$ cat src/rtl/spi_display_pkg.sv
// ---------------------------------------------------------------------------
// spi_display_pkg
//   Shared definitions for the 320x240 RGB565 SPI display receiver:
//   command opcodes, the command-decode FSM state type, default geometry and
//   the linear pixel address helper.
// ---------------------------------------------------------------------------
package spi_display_pkg;

  localparam int H_RES_DEF = 320;
  localparam int V_RES_DEF = 240;

  localparam logic [7:0] CMD_NOP    = 8'h00;
  localparam logic [7:0] CMD_MADCTL = 8'h36;
  localparam logic [7:0] CMD_COLMOD = 8'h3A;
  localparam logic [7:0] CMD_CASET  = 8'h2A;
  localparam logic [7:0] CMD_PASET  = 8'h2B;
  localparam logic [7:0] CMD_RAMWR  = 8'h2C;

  typedef enum logic [3:0] {
    ST_CMD,
    ST_MADCTL_P,
    ST_COLMOD_P,
    ST_CASET_P0,
    ST_CASET_P1,
    ST_CASET_P2,
    ST_CASET_P3,
    ST_PASET_P0,
    ST_PASET_P1,
    ST_PASET_P2,
    ST_PASET_P3,
    ST_RAMWR_HI,
    ST_RAMWR_LO,
    ST_IGNORE
  } RX_STATE_T;

  // row*320 + col as a constant shift-add: 320 = 256 + 64.
  function automatic logic [16:0] pixel_addr_320(input logic [7:0] row,
                                                 input logic [8:0] col);
    logic [16:0] row_w;
    row_w = {9'd0, row};
    return (row_w << 8) + (row_w << 6) + {8'd0, col};
  endfunction

endpackage

$ cat src/rtl/spi_byte_rx.sv
// ---------------------------------------------------------------------------
// spi_byte_rx
//   SPI mode-0 byte deserialiser running entirely in the CLK_50MHz domain.
//   All four SPI pins pass through SYNC_STAGES (>= 2) flops; a rising SCK is
//   the synced value going 0 -> 1. Bits shift in MSB first while synced CS is
//   low; the 8th bit produces a one-cycle byte_valid on the following clock
//   together with the byte and the DC level sampled alongside bit 0.
//   Synced CS high clears the bit counter, dropping any partial byte.
//
// Ports
//   CLK_50MHz   in   system clock
//   RESET       in   synchronous, active-high
//   spi_cs      in   chip select, active-low (asynchronous pin)
//   spi_dc      in   data/command select (asynchronous pin)
//   spi_sdi     in   serial data (asynchronous pin)
//   spi_sck     in   serial clock, idle low (asynchronous pin)
//   rx_byte     out  assembled byte
//   rx_dc       out  DC level belonging to rx_byte
//   byte_valid  out  one-cycle strobe, rx_byte/rx_dc valid
// ---------------------------------------------------------------------------
module spi_byte_rx #(
  parameter int SYNC_STAGES = 2
) (
  input  logic       CLK_50MHz,
  input  logic       RESET,
  input  logic       spi_cs,
  input  logic       spi_dc,
  input  logic       spi_sdi,
  input  logic       spi_sck,
  output logic [7:0] rx_byte,
  output logic       rx_dc,
  output logic       byte_valid
);

  logic [SYNC_STAGES-1:0] cs_sync;
  logic [SYNC_STAGES-1:0] dc_sync;
  logic [SYNC_STAGES-1:0] sdi_sync;
  logic [SYNC_STAGES-1:0] sck_sync;
  logic                   sck_prev;

  logic cs_s, dc_s, sdi_s, sck_s, sck_rise;

  logic [6:0] shift_q;
  logic [2:0] bit_cnt;

  assign cs_s     = cs_sync[SYNC_STAGES-1];
  assign dc_s     = dc_sync[SYNC_STAGES-1];
  assign sdi_s    = sdi_sync[SYNC_STAGES-1];
  assign sck_s    = sck_sync[SYNC_STAGES-1];
  assign sck_rise = sck_s & ~sck_prev;

  // NOTE: sequential state is written only with non-blocking assignments so
  // every flop samples the pre-edge value of its neighbours (the sync chains
  // depend on this to actually delay by one stage each).
  always_ff @(posedge CLK_50MHz) begin
    if (RESET) begin
      cs_sync  <= '1;            // deselected while in reset
      dc_sync  <= '0;
      sdi_sync <= '0;
      sck_sync <= '0;
      sck_prev <= 1'b0;
    end else begin
      cs_sync  <= {cs_sync[SYNC_STAGES-2:0],  spi_cs};
      dc_sync  <= {dc_sync[SYNC_STAGES-2:0],  spi_dc};
      sdi_sync <= {sdi_sync[SYNC_STAGES-2:0], spi_sdi};
      sck_sync <= {sck_sync[SYNC_STAGES-2:0], spi_sck};
      sck_prev <= sck_s;
    end
  end

  always_ff @(posedge CLK_50MHz) begin
    if (RESET) begin
      shift_q    <= '0;
      bit_cnt    <= '0;
      rx_byte    <= '0;
      rx_dc      <= 1'b0;
      byte_valid <= 1'b0;
    end else begin
      byte_valid <= 1'b0;
      if (cs_s) begin
        bit_cnt <= '0;
      end else if (sck_rise) begin
        shift_q <= {shift_q[5:0], sdi_s};
        if (bit_cnt == 3'd7) begin
          bit_cnt    <= '0;
          rx_byte    <= {shift_q, sdi_s};
          rx_dc      <= dc_s;
          byte_valid <= 1'b1;
        end else begin
          bit_cnt <= bit_cnt + 3'd1;
        end
      end
    end
  end

endmodule

$ cat src/rtl/spi_display_rx_320x240.sv
// ---------------------------------------------------------------------------
// spi_display_rx_320x240
//   Peripheral-side model of a 320x240 RGB565 SPI display controller.
//   Decodes NOP, MADCTL, COLMOD, CASET, PASET and RAMWR from the byte stream
//   and turns RAMWR pixel pairs into framebuffer writes with window
//   auto-increment. Parameter bytes may span CS frames; any command byte
//   aborts whatever parameter/pixel sequence was in progress.
//
//   Build option: define ADDR_CLIP_EN to suppress writes outside
//   H_RES x V_RES (and flag FRAME_ERR). Without it every pixel is written,
//   and WA may exceed the visible area.
//
// Ports
//   CLK_50MHz   in   system clock
//   RESET       in   synchronous, active-high
//   SPI_CS      in   chip select, active-low
//   SPI_DC      in   0 = command byte, 1 = data byte
//   SPI_SDI     in   serial data, MSB first
//   SPI_SCK     in   serial clock, idle low, <= CLK_50MHz/4
//   WA          out  pixel address row*H_RES+col
//   WD          out  RGB565 pixel
//   WE          out  one-cycle write strobe
//   MADCTL_REG  out  last MADCTL parameter
//   COLMOD_REG  out  last COLMOD parameter
//   FRAME_ERR   out  sticky: unknown command, inverted window, clipped pixel
// ---------------------------------------------------------------------------
module spi_display_rx_320x240
  import spi_display_pkg::*;
#(
  parameter int SYNC_STAGES = 2,
  parameter int H_RES       = H_RES_DEF,
  parameter int V_RES       = V_RES_DEF
) (
  input  logic        CLK_50MHz,
  input  logic        RESET,
  input  logic        SPI_CS,
  input  logic        SPI_DC,
  input  logic        SPI_SDI,
  input  logic        SPI_SCK,
  output logic [16:0] WA,
  output logic [15:0] WD,
  output logic        WE,
  output logic [7:0]  MADCTL_REG,
  output logic [7:0]  COLMOD_REG,
  output logic        FRAME_ERR
);

  // The cursor is 9 bits of column and 8 bits of row; larger geometries
  // cannot be addressed.
  if (H_RES > 512 || V_RES > 256) begin : g_bad_geometry
    $error("spi_display_rx_320x240: H_RES/V_RES exceed cursor width");
  end

  // ---------------------------------------------------------------- bytes
  logic [7:0] rx_byte;
  logic       rx_dc;
  logic       byte_valid;

  spi_byte_rx #(
    .SYNC_STAGES (SYNC_STAGES)
  ) u_byte_rx (
    .CLK_50MHz  (CLK_50MHz),
    .RESET      (RESET),
    .spi_cs     (SPI_CS),
    .spi_dc     (SPI_DC),
    .spi_sdi    (SPI_SDI),
    .spi_sck    (SPI_SCK),
    .rx_byte    (rx_byte),
    .rx_dc      (rx_dc),
    .byte_valid (byte_valid)
  );

  // ---------------------------------------------------------------- FSM
  RX_STATE_T state, state_nxt;
  logic      bad_opcode;

  always_ff @(posedge CLK_50MHz) begin
    if (RESET) state <= ST_CMD;
    else       state <= state_nxt;
  end

  // NOTE: every output of this block is given a default before any branch,
  // otherwise paths that skip an assignment would infer latches.
  always_comb begin
    state_nxt  = state;
    bad_opcode = 1'b0;
    if (byte_valid) begin
      if (!rx_dc) begin
        case (rx_byte)
          CMD_NOP:    state_nxt = ST_CMD;
          CMD_MADCTL: state_nxt = ST_MADCTL_P;
          CMD_COLMOD: state_nxt = ST_COLMOD_P;
          CMD_CASET:  state_nxt = ST_CASET_P0;
          CMD_PASET:  state_nxt = ST_PASET_P0;
          CMD_RAMWR:  state_nxt = ST_RAMWR_HI;
          default: begin
            state_nxt  = ST_IGNORE;
            bad_opcode = 1'b1;
          end
        endcase
      end else begin
        case (state)
          ST_MADCTL_P: state_nxt = ST_CMD;
          ST_COLMOD_P: state_nxt = ST_CMD;
          ST_CASET_P0: state_nxt = ST_CASET_P1;
          ST_CASET_P1: state_nxt = ST_CASET_P2;
          ST_CASET_P2: state_nxt = ST_CASET_P3;
          ST_CASET_P3: state_nxt = ST_CMD;
          ST_PASET_P0: state_nxt = ST_PASET_P1;
          ST_PASET_P1: state_nxt = ST_PASET_P2;
          ST_PASET_P2: state_nxt = ST_PASET_P3;
          ST_PASET_P3: state_nxt = ST_CMD;
          ST_RAMWR_HI: state_nxt = ST_RAMWR_LO;
          ST_RAMWR_LO: state_nxt = ST_RAMWR_HI;
          default:     state_nxt = state;   // CMD, IGNORE drop data bytes
        endcase
      end
    end
  end

  // ----------------------------------------------------- window / cursor
  // Only the bits surviving truncation are kept from the 16-bit window
  // parameters: bit 8 of the column high bytes, the full low bytes.
  logic       par_start_hi;   // SC[8] (column only)
  logic [7:0] par_start_lo;   // SC[7:0] / SP[7:0]
  logic       par_end_hi;     // EC[8] (column only)

  logic [8:0] win_sc, win_ec;
  logic [7:0] win_sp, win_ep;
  logic [8:0] cur_col;
  logic [7:0] cur_row;
  logic [7:0] pix_hi;

  logic [8:0]  caset_start, caset_end;
  logic [16:0] cur_addr;

  assign caset_start = {par_start_hi, par_start_lo};
  assign caset_end   = {par_end_hi, rx_byte};

  if (H_RES == 320) begin : g_addr_320
    assign cur_addr = pixel_addr_320(cur_row, cur_col);
  end else begin : g_addr_generic
    assign cur_addr = ({9'd0, cur_row} * 17'(H_RES)) + {8'd0, cur_col};
  end

`ifdef ADDR_CLIP_EN
  logic pix_oob;
  assign pix_oob = (cur_col >= 9'(H_RES)) || ({1'b0, cur_row} >= 9'(V_RES));
`endif

  always_ff @(posedge CLK_50MHz) begin
    if (RESET) begin
      WA           <= '0;
      WD           <= '0;
      WE           <= 1'b0;
      MADCTL_REG   <= 8'h00;
      COLMOD_REG   <= 8'h00;
      FRAME_ERR    <= 1'b0;
      par_start_hi <= 1'b0;
      par_start_lo <= '0;
      par_end_hi   <= 1'b0;
      win_sc       <= 9'd0;
      win_ec       <= 9'(H_RES - 1);
      win_sp       <= 8'd0;
      win_ep       <= 8'(V_RES - 1);
      cur_col      <= '0;
      cur_row      <= '0;
      pix_hi       <= '0;
    end else begin
      WE <= 1'b0;
      if (bad_opcode) FRAME_ERR <= 1'b1;

      if (byte_valid && rx_dc) begin
        case (state)
          ST_MADCTL_P: MADCTL_REG <= rx_byte;
          ST_COLMOD_P: COLMOD_REG <= rx_byte;

          ST_CASET_P0: par_start_hi <= rx_byte[0];
          ST_CASET_P1,
          ST_PASET_P1: par_start_lo <= rx_byte;
          ST_CASET_P2: par_end_hi   <= rx_byte[0];
          ST_CASET_P3: begin
            win_sc  <= caset_start;
            win_ec  <= caset_end;
            cur_col <= caset_start;
            if (caset_start > caset_end) FRAME_ERR <= 1'b1;
          end
          ST_PASET_P3: begin
            win_sp  <= par_start_lo;
            win_ep  <= rx_byte;
            cur_row <= par_start_lo;
            if (par_start_lo > rx_byte) FRAME_ERR <= 1'b1;
          end

          ST_RAMWR_HI: pix_hi <= rx_byte;
          ST_RAMWR_LO: begin
            WA <= cur_addr;
            WD <= {pix_hi, rx_byte};
`ifdef ADDR_CLIP_EN
            if (pix_oob) FRAME_ERR <= 1'b1;
            else         WE        <= 1'b1;
`else
            WE <= 1'b1;
`endif
            // Raster advance inside the window; an inverted column window
            // simply runs the 9-bit counter round until it meets EC.
            if (cur_col == win_ec) begin
              cur_col <= win_sc;
              cur_row <= (cur_row == win_ep) ? win_sp : cur_row + 8'd1;
            end else begin
              cur_col <= cur_col + 9'd1;
            end
          end

          default: ;   // PASET_P0/P2 carry no retained bits; CMD/IGNORE drop data
        endcase
      end
    end
  end

endmodule

$ cat config.mk
export PLATFORM = sky130hd
export DESIGN_NAME = spi_display_rx_320x240
export DESIGN_NICKNAME = d
export VERILOG_FILES = /design/src/rtl/spi_display_pkg.sv /design/src/rtl/spi_byte_rx.sv /design/src/rtl/spi_display_rx_320x240.sv
export SDC_FILE = /design/constraint.sdc
export NUM_CORES = 1
export LEC_CHECK = 0
export ABC_AREA = 1
export CAP_MARGIN = 20
export CORE_MARGIN = 5
export CORE_UTILIZATION = 40
export DETAILED_ROUTE_END_ITERATION = 8
export HOLD_SLACK_MARGIN = 0.1
export SYNTH_ARGS = -nofsm -noshare
export SYNTH_HDL_FRONTEND = slang
export SYNTH_SLANG_ARGS = --single-unit
$ cat constraint.sdc
create_clock -name CLK_50MHz -period 2.35 [get_ports CLK_50MHz]
set_input_delay 0.47 -clock CLK_50MHz [delete_from_list [all_inputs] [get_ports CLK_50MHz]]
set_output_delay 0.47 -clock CLK_50MHz [all_outputs]
set_load 0.02 [all_outputs]
* Yosys cells after proc, flatten, opt, wreduce, memory -nomap -nowiden
Cells that the tools add are included.
** Operators by class
- Mux-type cells :: 19
- Bitwise operators :: 5
- Magnitude comparators :: 2
- $add $sub $neg :: 5
- Reductions and logical operators :: 24
- Equality and inequality tests :: 22
** Operators with widths (number)
- $eq A8 B6 Y1 const B :: 5
- $pmux W4 S9 :: 1
- $pmux W4 S6 :: 1
- $reduce_and A2 Y1 :: 12
- $eq A4 B4 Y1 const B :: 5
- $pmux W9 S2 :: 1
- $add A16 B14 Y17 :: 1
- $add A17 B9 Y17 :: 1
- $eq A4 B3 Y1 const B :: 4
- $mux W8 :: 2
- $pmux W8 S2 :: 1
- $ne A10 B10 Y1 const B :: 1
- $add A9 B1 Y9 const B :: 1
- $eq A9 B9 Y1 :: 1
- $gt A9 B9 Y1 :: 1
- $mux W1 :: 9
- $mux W9 :: 1
- $add A8 B1 Y8 const B :: 1
- $eq A4 B2 Y1 const B :: 2
- $eq A8 B8 Y1 :: 1
- $gt A8 B8 Y1 :: 1
- $logic_not A8 Y1 :: 1
- $reduce_and A3 Y1 :: 2
- $reduce_or A2 Y1 :: 3
- other kinds (14) :: 18
** Word-level totals
- Bits in registers :: 153
- Input bits :: 6
- Output and inout bits :: 51
- Word-level logic and storage cells :: 104

* Depth between registers and ports, before layout
Gate-level depths: netlist of run 1.
- Word-level depth :: 9
- Depth in mapped cells :: 13
- Mapped depth without buffers :: 13

* Hierarchy
Synthesis of run 1 repeated with hierarchy kept, for this count alone.
** Second synthesis, totals
- Cells, all modules :: 1042
- Area, all modules :: 7395.8 um^2
** Modules (own cells, without submodules)
- spi_display_rx_320x240 :: instances 1, area an instance 6313.6 um^2, sequential area each 2482.4 um^2, cells each 904
- spi_byte_rx :: instances 1, area an instance 1082.3 um^2, sequential area each 580.6 um^2, cells each 138

* Least setup slack after synthesis of run 1
No wires, ideal clock.
- Kind :: register -> register
- Start :: reg cur_row[0]
- End :: reg WA[15]
- Buffers on the path :: 0
- Slack :: 255 ps
- Arrival time :: 1980 ps
- Stages on the path, launching flop included :: 11
- Required time :: 2235 ps
- Library setup time :: 115 ps
- Cell sequence :: dfxtp_1 -> inv_1 -> fa_1 -> inv_1 -> fa_1 -> nand4_1 -> nand3_1 -> nand3_1 -> nand2_1 -> a21oi_1 -> nor2_1
** On the way
- Longest elaborated chain between the ends :: 2
** Ends and longest elaborated chain
- from (decl) :: line spi_display_rx_320x240.sv:131 : logic [7:0] cur_row;
- from (signal assigned) :: line spi_display_rx_320x240.sv:191 : cur_row <= par_start_lo;
- from (signal assigned) :: line spi_display_rx_320x240.sv:209 : cur_row <= (cur_row == win_ep) ? win_sp : cur_row + 8'd1;
- $add A16 B14 Y17 :: line spi_display_pkg.sv:41 : return (row_w << 8) + (row_w << 6) + {8'd0, col};
- $add A17 B9 Y17 :: line spi_display_pkg.sv:41
- to (signal assigned) :: line spi_display_rx_320x240.sv:197 : WA <= cur_addr;
- to (decl) :: line spi_display_rx_320x240.sv:40 : output logic [16:0] WA,
Every way passes these cells.
A chain may end at the register's enable or synchronous reset.

* Worst setup path after layout of run 1
- Start :: reg cur_col[8]
- End :: reg WA[15]
** On the way
- Longest elaborated chain between the ends :: 1
** Ends and longest elaborated chain
- from (decl) :: line spi_display_rx_320x240.sv:130 : logic [8:0] cur_col;
- from (signal assigned) :: line spi_display_rx_320x240.sv:185 : cur_col <= caset_start;
- from (signal assigned) :: line spi_display_rx_320x240.sv:208 : cur_col <= win_sc;
- from (signal assigned) :: line spi_display_rx_320x240.sv:211 : cur_col <= cur_col + 9'd1;
- $add A17 B9 Y17 :: line spi_display_pkg.sv:41
Every way passes these cells.

==> impl_metrics.ini, run 1 <==
[worst_setup_path]
reg2reg_slack_ns = 0.18
path_cells = inv_1, fa_1, inv_1, fa_1, nand4_1, nand3_1, nand3_1, nand2_1, a21oi_1, nor2_1
worst_path_max_delay_cell = fa_1
start_kind = flop
rr_endpoint = WA[15]$_SDFFE_PP0P_
r2r_cells = 10
critPathTopFamily = adder cells
cp_max_fo = 3
worst_ep_arrival_time_ns = 2.50
end_kind = flop
path_buf_inv = 2
max_stage_delay_ns = 0.53
required_ns = 2.68
crit_type = flop to flop
timing.rr.start = cur_col[8]$_SDFFE_PP0P_
crit_cells = 10
crit_start = cur_col[8]$_SDFFE_PP0P_
endpoint = WA[15]$_SDFFE_PP0P_

[floorplan]
initial_core_util = 0.406
chipWidth_um = 145
dieArea_um2 = 21000
fp-row-count = 49
coreArea_um2 = 18000
fp.dieH_um = 145
ios = 57

[synth]
ys_ff_latch = 153
synth_area_um2 = 7290
avgSynthCellArea_um2 = 7.25
synth_xor_area_frac = 0.0264
async_flop_share = 0
yosys.area.top_type = dfxtp_1
syn_nets = 1042
synth_fa_ha_area_frac = 0.0535
yosys_warnings = 0
synth_top_area_share = 0.420
ys_seq_area_frac = 0.420
synthTopCellsByArea = dfxtp_1 (42%), nand2_1 (8.2%), a21oi_1 (7.8%)
synthSimpleGateAreaFrac = 0.220
synth_compound_area_frac = 0.188
synthMuxAreaShare = 0
ys.flop_type = dfxtp_1
synth-edff-count = 0
synth_top_family_by_area = simple AND/OR/NAND/NOR gates
synth_cells = 1006
yosysMostFrequentCell = nand2_1
synth_common_cells = nand2_1 (160), dfxtp_1 (153), nor2_1 (125)
synth.distinct_cells = 40

[clocking]
root_buffer = clkbuf_16
h-tree-depth = 4
postCtsSetupBuffers = 0
worstSkewPairLatency_ns = 0.44
cts_sinks = 153
path_clk_slew_ns = 0.07
numCtsBuffers = 17
clock_path_buffers = 2
hold_buffers = 0
cts_tree = built

[drt]
drt_wl_total_um = 19200
wire_per_inst_um = 14.6
met2_length_um = 8540
drtPass1Iterations = 5
num_vias = 6608
routed-wl-met3_um = 890
top_layer_used = met4
drc = 0
drt-met1-wl_um = 9320
drt_iter0_drc = 356
postRouteAntennaNets = 0
via_per_inst = 5.04

[final_layout]
fillers = 1815
drive_gt1_frac = 0.0960
fin_nets = 1106
syn_to_final_growth_pct = 21.1
post-route-util = 0.492
antenna_cells = 0

[grt]
grt_first_pass_wirelength_um = 32200
track_usage = 0.186
grt_remaining_overflow = 0
grt_max_degree = 38
grt_pass1_vias = 6250
antenna_found_initial = 0

[timing]
hold_viol = 0
final.setup.tns_ns = 0
worstMarginPinSlew_ns = 0.595
setup_violations = 0
finClkSkew_ns = 0.0110
worst_hold_slack_ns = 0.405
fin_crit_ns = 2.17
min_period_over_period = 0.922
fmax_mhz = 462
drv_slew = 0
rsz0062_at_grt = no
slew_headroom = 0.603

[pwr]
peakVddDrop_mv = 0.539
power_density_nw_per_um2 = 629
leakage_uw = 0.00375
power.total_uw = 5560

[run]
cap_viol_max_count = 0

[run_status]
status = completed

[placement]
port_buffers = 56
gp_congestion = 0.924
post-dp-hpwl_um = 13600

[hold_path]
hp-class = flop to flop
layer usage:
layer,track usage,vias to the layer above
li1,-,3419
met1,0.253,3006
met2,0.290,151
met3,0.0402,32
met4,0.0669,0
met5,0,-
cell usage in the layout, fill, tap and decap left out, types with 3 or more instances in the layout:
master,synthesis,routed
nand2_2,4,4
o211ai_1,9,9
inv_6,0,8
ha_1,28,28
buf_4,5,31
a21oi_1,113,112
xnor2_1,9,9
nand4_1,5,5
dfxtp_1,153,153
nand3_1,61,61
o21ai_1,28,28
o21ai_0,92,92
inv_2,15,16
nor2_4,8,8
clkbuf_16,0,17
clkdlybuf4s50_1,0,56
xor2_1,13,13
nor2_1,125,125
nor2_2,4,4
o21a_1,3,3
inv_8,0,3
a221oi_1,4,4
o21bai_1,3,3
inv_1,104,103
nand2_1,160,160
buf_12,0,3
worst min path at each step:
| stage | from | end | slack [ns] | cells past startpoint |
|---|---|---|---|---|
| 4_1_cts | u_byte_rx.dc_sync[0]$_SDFF_PP0_ | u_byte_rx.dc_sync[1]$_SDFF_PP0_ | 0.41 | 2 |
| 5_1_grt | u_byte_rx.dc_sync[0]$_SDFF_PP0_ | u_byte_rx.dc_sync[1]$_SDFF_PP0_ | 0.42 | 2 |
| 3_5_place_dp | u_byte_rx.dc_sync[0]$_SDFF_PP0_ | u_byte_rx.dc_sync[1]$_SDFF_PP0_ | 0.40 | 2 |
| 2_1_floorplan | u_byte_rx.dc_sync[0]$_SDFF_PP0_ | u_byte_rx.dc_sync[1]$_SDFF_PP0_ | 0.39 | 2 |
| 3_3_place_gp | u_byte_rx.sdi_sync[0]$_SDFF_PP0_ | u_byte_rx.sdi_sync[1]$_SDFF_PP0_ | 0.39 | 2 |
| 6_report | u_byte_rx.dc_sync[0]$_SDFF_PP0_ | u_byte_rx.dc_sync[1]$_SDFF_PP0_ | 0.40 | 2 |
kinds of logic after synthesis:
kind of cell             count (synthesis)
AND/OR/NAND/NOR                        375
AO/OA/AOI/OAI                          259
buffers and inverters                  167
flip-flops                             153
adder cells (fa/ha/maj)                 30
XOR/XNOR                                22
through the flow:
stage                     cells  setup slack [ns]  instance area (µm²)
after floorplan            1006             0.255                 7290
after global placement     1280             0.207                 8220
after detailed placement   1280             0.191                 8220
after CTS                  1312             0.186                 8830
after global routing       1312           0.00145                 8830
final                      1312             0.183                 8830
tightest hold or removal path: stages (launching register included):
cell and delay (ns):
dfxtp_1 0.30, inv_1 0.04, nor2_1 0.03
power breakdown:
group          internal [µW]  switching [µW]
combinational           35.4            57.6
sequential              2600            3.82
clock                   1640            1220
total                   4280            1280
sequential cells by signal, indices dropped and copies added, names as in the netlist, 9 cells and up:
name and flops:
win_sc 9, WA 17, WD 16, cur_col 9, win_ec 9
final cells by class:
| type | count | area, µm² | share of cell area |
|---|---|---|---|
| multi-input cells | 686 | 3560 | 0.403 |
| repair buffers | 90 | 853 | 0.0966 |
| inverters | 122 | 462 | 0.0523 |
| clock inverters | 14 | 169 | 0.0191 |
| well taps | 229 | 287 | 0.0325 |
| flip-flops and latches | 153 | 3060 | 0.347 |
| clock buffers | 18 | 439 | 0.0497 |
timing repair:
| item | in CTS | in global routing |
|---|---|---|
| gates resized for setup | 0 | 1 |
| endpoints found under the hold margin | 0 | 0 |
| setup endpoints to repair | 0 | 1 |
Note: power is estimated with default switching activity, not from simulation.
==> run 2, diff against run 1 <==
CORE_UTILIZATION = 45   (was 40)
REMOVE_ABC_BUFFERS = 1   (was not set)
==> run 2 against run 1 <==
Worst hold slack lost 0.00057 ns. Wire length fell by 2.5%. Cell area fell by 0.69%. Via count is 0.50% lower. Sequential cell count stayed put. Clock power down 2%. Sequential power barely moved. Combinational power decreased by 9.0%. Sequential share of layout area rose by 0.24 points. Critical endpoint unchanged. Largest cell class unchanged.
==> impl_metrics.ini, run 2 (synthesis results as in run 1) <==
[run_status]
status = completed

[timing]
hold_viol = 0
slew_headroom = 0.598
rsz0062_at_grt = no
fin_crit_ns = 2.15
finClkSkew_ns = 0.00704
min_period_over_period = 0.914
worstMarginPinSlew_ns = 0.603
final.setup.tns_ns = 0
setup_slack_ns = 0.201
fmax_mhz = 465
setup_violations = 0
drv_slew = 0

[clocking]
cts_sinks = 153
worstSkewPairLatency_ns = 0.42
path_clk_slew_ns = 0.06
h-tree-depth = 4
clock_path_buffers = 2
hold_buffers = 0
postCtsSetupBuffers = 0
numCtsBuffers = 17
cts_tree = built
root_buffer = clkbuf_16

[final_layout]
antenna_cells = 0
fillers = 1592
largest-register = WA
largest_reg_flops = 17
syn_to_final_growth_pct = 20.2
layout_commonest_cell = nand2_1
final_cell_mix = nand2_1 (160), dfxtp_1 (153), nor2_1 (125)
fin_nets = 1104
multi_input_area_um2 = 3560
drive_gt1_frac = 0.0926
regArea_um2 = 3060
top_regs = WA x17, WD x16

[floorplan]
chipWidth_um = 137
ios = 57
fp-row-count = 46
dieArea_um2 = 18800
initial_core_util = 0.459
fp.dieH_um = 137
coreArea_um2 = 15900

[worst_setup_path]
start_kind = flop
worst_ep_arrival_time_ns = 2.47
required_ns = 2.67
path_buf_inv = 2
worst_path_max_delay_cell = fa_1
max_stage_delay_ns = 0.53
critPathTopFamily = adder cells
crit_type = flop to flop
end_kind = flop
path_cells = inv_1, fa_1, inv_1, fa_1, nand4_1, nand3_1, nand3_1, nand2_1, a21oi_1, nor2_1
cp_max_fo = 3

[grt]
grt_pass1_vias = 6091
grt_first_pass_wirelength_um = 30800
top_usage_layer = met2
use_met1 = 0.276
gr-usage-met3 = 0.0391
grt_remaining_overflow = 0
grt_use_met2 = 0.339
antenna_found_initial = 0
grt_max_degree = 72
track_usage = 0.208

[pwr]
leakage_uw = 0.00371
peakVddDrop_mv = 0.471
power_density_nw_per_um2 = 627

[hold_path]
hp-class = flop to flop

[placement]
post-dp-hpwl_um = 12900
place_ws_ns = 0.189
gp_congestion = 0.885
port_buffers = 56

[drt]
drt_wl_total_um = 18700
drc = 0
num_vias = 6575
via_per_inst = 5.07
postRouteAntennaNets = 0
drt_iter0_drc = 466
wire_per_inst_um = 14.4
drtPass1Iterations = 5

[run]
cap_viol_max_count = 0
-- run 2: cell count changes in the layout (fill, tap and decap cells not counted), sizes merged --
cell,before,now
inv,131,121
clkinvlp,0,5
clkinv,3,6
buf,34,32
bufinv,2,3
-- run 2: worst register-to-register path: cells and delay by family (launching register included) --
| kind | cells | cell delay, ns |
|---|---|---|
| AND/OR/NAND/NOR | 5 | 0.45 |
| buffers and inverters | 2 | 0.14 |
| AO/OA/AOI/OAI | 1 | 0.13 |
| adder cells (fa/ha/maj) | 2 | 1.01 |
| flip-flops | 1 | 0.33 |
-- run 2: metrics by stage --
stage / utilization / hold slack [ns] / total power, µW / area (µm²) / cells
floorplan: - / 0.388 / 2710 / 7080 / 961
global placement: 0.514 / 0.389 / 2750 / 8160 / 1265
detailed placement: 0.514 / 0.396 / 2750 / 8160 / 1265
CTS: 0.552 / 0.407 / 5540 / 8760 / 1296
global route: 0.552 / 0.422 / 5650 / 8770 / 1296
finish: 0.552 / 0.404 / 5500 / 8770 / 1296
-- run 2: cell type report --
type / count / share of cell area
sequential: 153 / 0.349
clock buffer: 18 / 0.0489
clock inverter: 13 / 0.0198
timing repair buffer: 88 / 0.0928
tap: 216 / 0.0308
multi-input combinational: 686 / 0.406
inverter: 122 / 0.0527
-- run 2: worst paths after layout --
path | slack, ns | to | from | cells past startpoint
setup / recovery | 0.20 | WA[15]$_SDFFE_PP0P_ | cur_col[8]$_SDFFE_PP0P_ | 10
hold / removal | 0.40 | u_byte_rx.sck_sync[1]$_SDFF_PP0_ | u_byte_rx.sck_sync[0]$_SDFF_PP0_ | 2
setup reg to reg | 0.20 | WA[15]$_SDFFE_PP0P_ | cur_col[8]$_SDFFE_PP0P_ | 10
hold reg to reg | 0.40 | u_byte_rx.sck_sync[1]$_SDFF_PP0_ | u_byte_rx.sck_sync[0]$_SDFF_PP0_ | 2
-- run 2: routing by layer --
metal	vias to the layer above	wire length, µm
li1	3406	-
met1	2990	8880
met2	146	8580
met3	33	820
met4	0	406
met5	-	0
-- run 2: power by group --
group	leakage, µW	switching, µW	internal [µW]
sequential	0.00123	3.66	2600
clock	0.000276	1130	1680
combinational	0.00220	55.8	28.9
total	0.00371	1190	4310
-- run 2: what timing repair did --
action	CTS	global route
endpoints found under the hold margin	0	0
gates resized for setup	0	1
endpoints found under the setup margin	0	1
==> run 3, diff against run 2 <==
clock period = 2.2 ns   (was 2.35 ns; I/O delays follow)
==> run 3 against run 2 <==
Non-clock buffer count increased by 4. Cell count increased by 0.39%. Worst hold slack got worse by 0.00059 ns. Global-route usage about the same. Wire length decreased by 0.69%. Critical path depth increased by 3. Setup slack got worse by 0.039 ns. Total power increased by 2.0%. Sequential cell count unchanged. Cell area about the same. Critical path type unchanged. Highest routed layer unchanged.
==> impl_metrics.ini, run 3 (synthesis results as in run 1) <==
[final_layout]
syn_to_final_growth_pct = 20.2
antenna_cells = 0
final_cells = 1301
layout_commonest_cell = nand2_1
drive_gt1_frac = 0.101
final_area_um2 = 8760
top_regs = WA x17, WD x16
largest-register = WA
largest_reg_flops = 17
final_cell_mix = nand2_1 (159), dfxtp_1 (152), nor2_1 (125)
fin_nets = 1108

[worst_setup_path]
cp_max_fo = 3
crit_type = flop to flop
required_ns = 2.53
start_kind = flop
end_kind = flop
worst_ep_arrival_time_ns = 2.37

[timing]
hold_viol = 0
setup_violations = 0
drv_slew = 0
worst_hold_slack_ns = 0.403
min_period_over_period = 0.927
fin_crit_ns = 2.04
finClkSkew_ns = 0.00692
worstMarginPinSlew_ns = 0.556
rsz0062_at_grt = no
fmax_mhz = 491
slew_headroom = 0.629

[floorplan]
chipWidth_um = 137
coreArea_um2 = 15900
dieArea_um2 = 18800
fp-row-count = 46
ios = 57
initial_core_util = 0.459
fp.dieH_um = 137

[drt]
drc = 0
drtPass1Iterations = 6
wire_per_inst_um = 14.3
drt_iter0_drc = 442
drt_wl_total_um = 18600
via_per_inst = 5.00
num_vias = 6500
postRouteAntennaNets = 0

[placement]
port_buffers = 56
dp_cells = 1268
gp_congestion = 0.904
placed_area_um2 = 8180
post-dp-hpwl_um = 13000

[grt]
grt_first_pass_wirelength_um = 30800
grt_remaining_overflow = 0
grt_max_degree = 55
grt_pass1_vias = 6097
antenna_found_initial = 0
track_usage = 0.208

[clocking]
cts_tree = built
path_clk_slew_ns = 0.07
cts_sinks = 153
h-tree-depth = 4
worstSkewPairLatency_ns = 0.42
hold_buffers = 0
root_buffer = clkbuf_16
numCtsBuffers = 17
clock_path_buffers = 2

[pwr]
power_density_nw_per_um2 = 640
peakVddDrop_mv = 0.539
leakage_uw = 0.00371

[hold_path]
hp-class = flop to flop

[run_status]
status = completed

[run]
cap_viol_max_count = 0
## run 3: timing repair
| action | CTS | global route |
|---|---|---|
| buffers inserted | 0 | 1 |
| endpoints found under the setup margin | 0 | 5 |
| gates resized for setup | 0 | 6 |
## run 3: area by class of cell
| type | count | area [µm²] |
|---|---|---|
| multi-input combinational | 686 | 3570 |
| clock inverter | 13 | 110 |
| sequential | 153 | 3060 |
| timing repair buffer | 92 | 843 |
| fill | 1555 | 7120 |
| inverter | 122 | 462 |
| tap | 216 | 270 |
| clock buffer | 19 | 443 |
## run 3: per-stage QoR
step           utilization  worst slack (ns)  power (µW)  setup TNS [ns]
6_report             0.552             0.161        5610               0
5_1_grt              0.552          0.000218        5810               0
4_1_cts              0.550            0.0546        5680               0
3_5_place_dp         0.515            0.0579        2940               0
3_3_place_gp         0.515            0.0677        2940               0
2_1_floorplan            -           -0.0173        2890          -0.142
## run 3: power by group
group          switching [µW]  internal, µW
sequential               3.98          2780
clock                    1230          1500
combinational            59.9          32.0
total                    1300          4310
## run 3: final timing paths
| kind | from | endpoint | slack [ns] | cells past startpoint |
|---|---|---|---|---|
| worst min register to register | u_byte_rx.sck_sync[0]$_SDFF_PP0_ | u_byte_rx.sck_sync[1]$_SDFF_PP0_ | 0.40 | 2 |
| worst min-delay path | u_byte_rx.sck_sync[0]$_SDFF_PP0_ | u_byte_rx.sck_sync[1]$_SDFF_PP0_ | 0.40 | 2 |
| worst max-delay path | cur_row[0]$_SDFFE_PP0P_ | WA[12]$_SDFFE_PP0P_ | 0.16 | 13 |
| worst max register to register | cur_row[0]$_SDFFE_PP0P_ | WA[12]$_SDFFE_PP0P_ | 0.16 | 13 |
## run 3: worst max-delay path: stages, from the launching register on
cell	delay [ns]
dfxtp_1	0.32
inv_1	0.08
fa_1	0.50
inv_1	0.06
ha_1	0.28
nand3_1	0.09
nand2_2	0.10
nand2_1	0.08
a21oi_2	0.16
nor2_1	0.05
nand2_1	0.05
nand3_1	0.07
nand2_1	0.06
inv_1	0.03
## run 3: metal layers
metal | vias up | routed length (µm) | track usage
li1 | 3422 | - | -
met2 | 144 | 8590 | 0.337
met5 | - | 0 | 0
met3 | 30 | 753 | 0.0409
met4 | 0 | 436 | 0.0710
met1 | 2904 | 8780 | 0.278
==> RTL change 1 (settings of run 2) <==
The option `ADDR_CLIP_EN` is turned on by a define.
--- a/src/rtl/spi_display_rx_320x240.sv
+++ b/src/rtl/spi_display_rx_320x240.sv
@@ -26,2 +26,4 @@
 // ---------------------------------------------------------------------------
+`define ADDR_CLIP_EN
+
 module spi_display_rx_320x240
Function: no difference found for any inputs over 10 cycles, from zero or initial values and one cycle with RESET high; that may be too few to reach the edited logic, so the function may still have changed.
==> RTL change 1 against run 2 <==
Core utilization decreased by 0.28 points. Power decreased by 0.92%. Worst setup slack got worse by 0.015 ns. Synthesized area increased by 0.15%. Final area decreased by 0.50%. Wire length decreased by 0.58%. Global-route usage decreased by 0.14 points. Sequential cell count unchanged. Critical endpoint unchanged. Largest power group unchanged. Highest routed layer unchanged.
==> RTL change 1: results (changes against run 2) <==
outcome finished, final reports clean; Critical Path End WA[15]$_SDFFE_PP0P_; overall track demand over capacity in global routing 20.64% (-0.14 points); leak pwr 3.714 nW (+0.20%); clock transition time at the flip-flop clock pins of the worst setup and hold paths 0.06 ns (about the same); Peak VDD IR 0.4765 mV (+1.2%); startpoint of the worst-slack reg-to-reg timing path cur_col[8]$_SDFFE_PP0P_; clock buffer count from CTS 17 (unchanged); distinct cell type count of the synthesized netlist 42 (+5.0%); number of warnings printed during yosys synthesis 0 (unchanged); Setup Buffers After CTS 0 (unchanged); GP Congestion 0.8403 (-5.0%); post-placement setup slack 0.1143 ns (-0.07459 ns); commonest register cell after synthesis sky130_fd_sc_hd__dfxtp_1; initial DRC count 519 (+11%); async set-or-reset flop fraction in the synthesized netlist 0% (unchanged); minimum clock period after layout 2.164 ns (+0.01516 ns); leading post-synthesis cells by cell area sky130_fd_sc_hd__dfxtp_1, sky130_fd_sc_hd__o21ai_0, sky130_fd_sc_hd__a21oi_1; wire length per cell after detailed routing 14.85 um (+3.0%); routed via count 6376 (-3.0%); start-to-end type of the worst setup path register to register; Layout fillers 1555 (-2.3%); level count of the clock H-tree 4 (unchanged); vias in the first global route 5886 (-3.4%); Synth top cells by count sky130_fd_sc_hd__dfxtp_1, sky130_fd_sc_hd__nand2_1, sky130_fd_sc_hd__o21ai_0; sequential element share of the synthesized area 41.94% (-0.065 points); maximum number of pins on one net before global-route repair 43 (-40%); skew final 0.008427 ns (+0.001386 ns); Slowest Stage Delay on Critical Path 0.53 ns (about the same); Nets 1061 (-3.9%); layout cells sized above 1 9.372% (+0.11 points); port bufs 56 (unchanged); clock network latency to the later pin of the worst-skew pair 0.42 ns (about the same); Tightest Hold Check Type register to register; CTS Root Cell sky130_fd_sc_hd__clkbuf_16; initial antenna violation count 0 (unchanged); cell type group with the largest total delay on the critical path adder cells; Rel. slew slack 56.62% (-3.2 points); worst path arrival time 2.49 ns (+0.02 ns); Final HPWL DP 12.88 mm (-0.15%); quantity of gates resized following cts 0 (unchanged); top flop regs WA x17, WD x16; Setup Total Neg Slack 0 ns (unchanged); number of iterations in the first detailed-routing pass 6 (+1); buffer depth of the longest clock path 2 (unchanged); diode insertion count for antenna repair 0 (unchanged); Critical Path Fanout Max 5 (+2); cells on worst reg2reg path 10 (unchanged); wire length of the first global-routing pass 30.69 mm (-0.25%); r2r setup slk 0.19 ns (-0.02 ns)
==> RTL change 1: worst min path at each step <==
stage	startpoint	end	slack, ns
after global placement	u_byte_rx.dc_sync[0]$_SDFF_PP0_	u_byte_rx.dc_sync[1]$_SDFF_PP0_	0.39
after detailed placement	u_byte_rx.dc_sync[0]$_SDFF_PP0_	u_byte_rx.dc_sync[1]$_SDFF_PP0_	0.39
after global routing	u_byte_rx.sdi_sync[0]$_SDFF_PP0_	u_byte_rx.sdi_sync[1]$_SDFF_PP0_	0.42
after floorplan	u_byte_rx.dc_sync[0]$_SDFF_PP0_	u_byte_rx.dc_sync[1]$_SDFF_PP0_	0.39
after CTS	u_byte_rx.dc_sync[0]$_SDFF_PP0_	u_byte_rx.dc_sync[1]$_SDFF_PP0_	0.40
final	u_byte_rx.dc_sync[0]$_SDFF_PP0_	u_byte_rx.dc_sync[1]$_SDFF_PP0_	0.40
==> RTL change 1: layout make-up <==
| cell class | count | area [um2] | area share, % |
|---|---|---|---|
| Multi-Input combinational cell | 656 | 3571 | 40.93 |
| Sequential cell | 153 | 3064 | 35.12 |
| Timing Repair Buffer | 83 | 800.8 | 9.178 |
| Clock buffer | 19 | 442.9 | 5.077 |
| Inverter | 113 | 426.7 | 4.890 |
| Tap cell | 216 | 270.3 | 3.098 |
| Clock inverter | 11 | 148.9 | 1.707 |
==> RTL change 1: layer usage <==
| metal | vias to the layer above | wire (um) | share of wire, % | global-route usage (%) |
|---|---|---|---|---|
| met4 | 0 | 312 | 1.7 | 5.931 |
| li1 | 3315 | - | - | - |
| met1 | 2871 | 8959 | 48 | 29.10 |
| met5 | - | 0 | 0 | 0 |
| met3 | 30 | 926 | 5.0 | 4.127 |
| met2 | 160 | 8380 | 45 | 32.05 |
==> RTL change 1: metrics by stage <==
| stage | hold slack [ns] | cell area, um2 | cells | power (mW) |
|---|---|---|---|---|
| final | 0.4010 | 8725 | 1251 | 5.446 |
| after detailed placement | 0.3935 | 8132 | 1221 | 2.753 |
| after floorplan | 0.3883 | 7061 | 922 | 2.707 |
| after global placement | 0.3897 | 8132 | 1221 | 2.753 |
| after global routing | 0.4175 | 8725 | 1251 | 5.635 |
| after CTS | 0.4022 | 8723 | 1251 | 5.499 |
==> RTL change 1: where the power goes <==
part           total, mW  internal (mW)  switching [mW]
Clock               2.75           1.69            1.06
Combinational     0.0899         0.0334          0.0565
Sequential          2.61           2.60         0.00330
Total               5.45           4.32            1.12
==> RTL change 1: kinds of logic (layout without fill, tap and decap cells) <==
logic type	count (synthesis)	in the layout	share of synthesized area, %
AO/OA/AOI/OAI	286	286	20.88
XOR/XNOR	28	28	3.358
adder cells (fa/ha/maj)	31	31	5.517
buffers and inverters	158	226	9.166
flip-flops	153	153	41.94
AND/OR/NAND/NOR	311	311	19.14
==> RTL change 2 (flow settings as in run 2) <==
Made on the original files. Reset style: asynchronous (`RESET`), changed in 4 clocked blocks.
--- a/src/rtl/spi_byte_rx.sv
+++ b/src/rtl/spi_byte_rx.sv
@@ -54,3 +54,3 @@
   // depend on this to actually delay by one stage each).
-  always_ff @(posedge CLK_50MHz) begin
+  always_ff @(posedge CLK_50MHz or posedge RESET) begin
     if (RESET) begin
@@ -70,3 +70,3 @@
 
-  always_ff @(posedge CLK_50MHz) begin
+  always_ff @(posedge CLK_50MHz or posedge RESET) begin
     if (RESET) begin
--- a/src/rtl/spi_display_rx_320x240.sv
+++ b/src/rtl/spi_display_rx_320x240.sv
@@ -76,3 +76,3 @@
 
-  always_ff @(posedge CLK_50MHz) begin
+  always_ff @(posedge CLK_50MHz or posedge RESET) begin
     if (RESET) state <= ST_CMD;
@@ -150,3 +150,3 @@
 
-  always_ff @(posedge CLK_50MHz) begin
+  always_ff @(posedge CLK_50MHz or posedge RESET) begin
     if (RESET) begin
Function: same outputs for any inputs over 10 cycles, from zero or initial values and one cycle with RESET high; that may be too few to reach the edited logic, so the function may still have changed.
==> RTL change 2 against run 2 <==
Final area increased by 4.5%. Power about the same. Clock skew increased by 0.00098 ns. Sequential share of layout area increased by 7.1 points. Synthesized cell count decreased by 8.1%. Worst setup slack got worse by 0.033 ns. Largest power group unchanged. Wire length decreased by 2.1%. Synthesized area increased by 5.5%. Sequential cell count unchanged. Largest cell class is now flip-flops and latches.
==> RTL change 2: results (changes against run 2) <==
quantity of gates resized following cts 0 (unchanged); leading post-synthesis cells by cell area sky130_fd_sc_hd__dfrtp_1, sky130_fd_sc_hd__nand2_1, sky130_fd_sc_hd__dfstp_2; sequential element share of the synthesized area 50.04% (+8.0 points); skew final 0.008020 ns (+0.0009782 ns); outcome finished, final reports clean; async set-or-reset flop fraction in the synthesized netlist 100.0% (+100 points); leak pwr 4.434 nW (+20%); commonest register cell after synthesis sky130_fd_sc_hd__dfrtp_1; synthesized area per cell 8.315 um2 (+15%); overall track demand over capacity in global routing 19.41% (-1.4 points); Synth top cells by count sky130_fd_sc_hd__nand2_1, sky130_fd_sc_hd__dfrtp_1, sky130_fd_sc_hd__inv_1; global routing usage on met1 26.77% (-0.79 points); maximum number of pins on one net before global-route repair 45 (-38%); layout cells sized above 1 12.10% (+2.8 points); Tightest Pin Transition 0.7292 ns (+0.1267 ns); Final HPWL DP 13.24 mm (+2.6%); GP Congestion 0.8470 (-4.3%); area fraction in compound gates after synthesis 9.761% (-9.0 points); routed via count 6107 (-7.1%); initial DRC count 402 (-14%); Nets 1031 (-6.6%); M1 wire length 8.637 mm (-2.7%); worst path arrival time 2.50 ns (+0.03 ns); vias in the first global route 5907 (-3.0%); met3 capacity usage during global routing 3.115% (-0.79 points); amount of wire on met3 after detailed routing 607 um (-26%); wire length per cell after detailed routing 14.89 um (+3.3%); share of synthesized area spent on multiplexers 0.1301% (+0.13 points); routed wl met2 8.632 mm (+0.64%); Peak VDD IR 0.5155 mV (+9.5%); post-placement setup slack 0.1867 ns (-0.002152 ns); global routing met2 resource utilization 31.40% (-2.5 points); distinct cell type count of the synthesized netlist 38 (-5.0%); number of standard cells in the layout, taps in and fillers out 1228 (-5.2%); level count of the clock H-tree 4 (unchanged); xor and xnor fraction of the mapped netlist area 3.172% (+0.53 points); wire length of the first global-routing pass 30.74 mm (about the same)
## RTL change 2: cell count changes after synthesis, sizes merged, moves of 27 or more
| cell | change |
|---|---|
| dfxtp | -153 |
| nor2 | -69 |
| a21oi | -82 |
| nand2 | +142 |
| inv | -27 |
| dfrtp | +137 |
## RTL change 2: power by group
group | switching [mW] | internal (mW) | leakage [nW]
registers | 0.0210 | 2.67 | 2.06
clock network | 1.20 | 1.50 | 0.291
logic | 0.0751 | 0.0345 | 2.09
## RTL change 2: worst paths after layout
path | start | endpoint | slack, ns | cells after the start
min reg2reg | u_byte_rx.dc_sync[0]$_DFF_PP0_ | u_byte_rx.dc_sync[1]$_DFF_PP0_ | 0.35 | 0
max in group asynchronous | RESET | win_ec[0]$_DFFE_PP1P_ | 1.40 | 3
max | cur_col[8]$_DFFE_PP0P_ | WA[13]$_DFFE_PP0P_ | 0.17 | 7
min | u_byte_rx.dc_sync[0]$_DFF_PP0_ | u_byte_rx.dc_sync[1]$_DFF_PP0_ | 0.35 | 0
min in group asynchronous | RESET | WD[14]$_DFFE_PP0P_ | 0.38 | 2
max reg2reg | cur_col[8]$_DFFE_PP0P_ | WA[13]$_DFFE_PP0P_ | 0.17 | 7
## RTL change 2: area by class of cell
class | instances | area (um2)
fill | 1599 | 7540
sequential | 153 | 3849
tap | 220 | 275.3
clock buffer | 17 | 425.4
inverter | 93 | 354.1
multi-input combinational | 651 | 3332
clock inverter | 15 | 155.1
timing repair buffer | 79 | 770.7
## RTL change 2: kinds of logic after synthesis
| family | after synthesis |
|---|---|
| AND/OR/NAND/NOR | 456 |
| flip-flops | 153 |
| AO/OA/AOI/OAI | 137 |
| buffers and inverters | 121 |
| adder cells (fa/ha/maj) | 30 |
| XOR/XNOR | 27 |
| multiplexers | 1 |
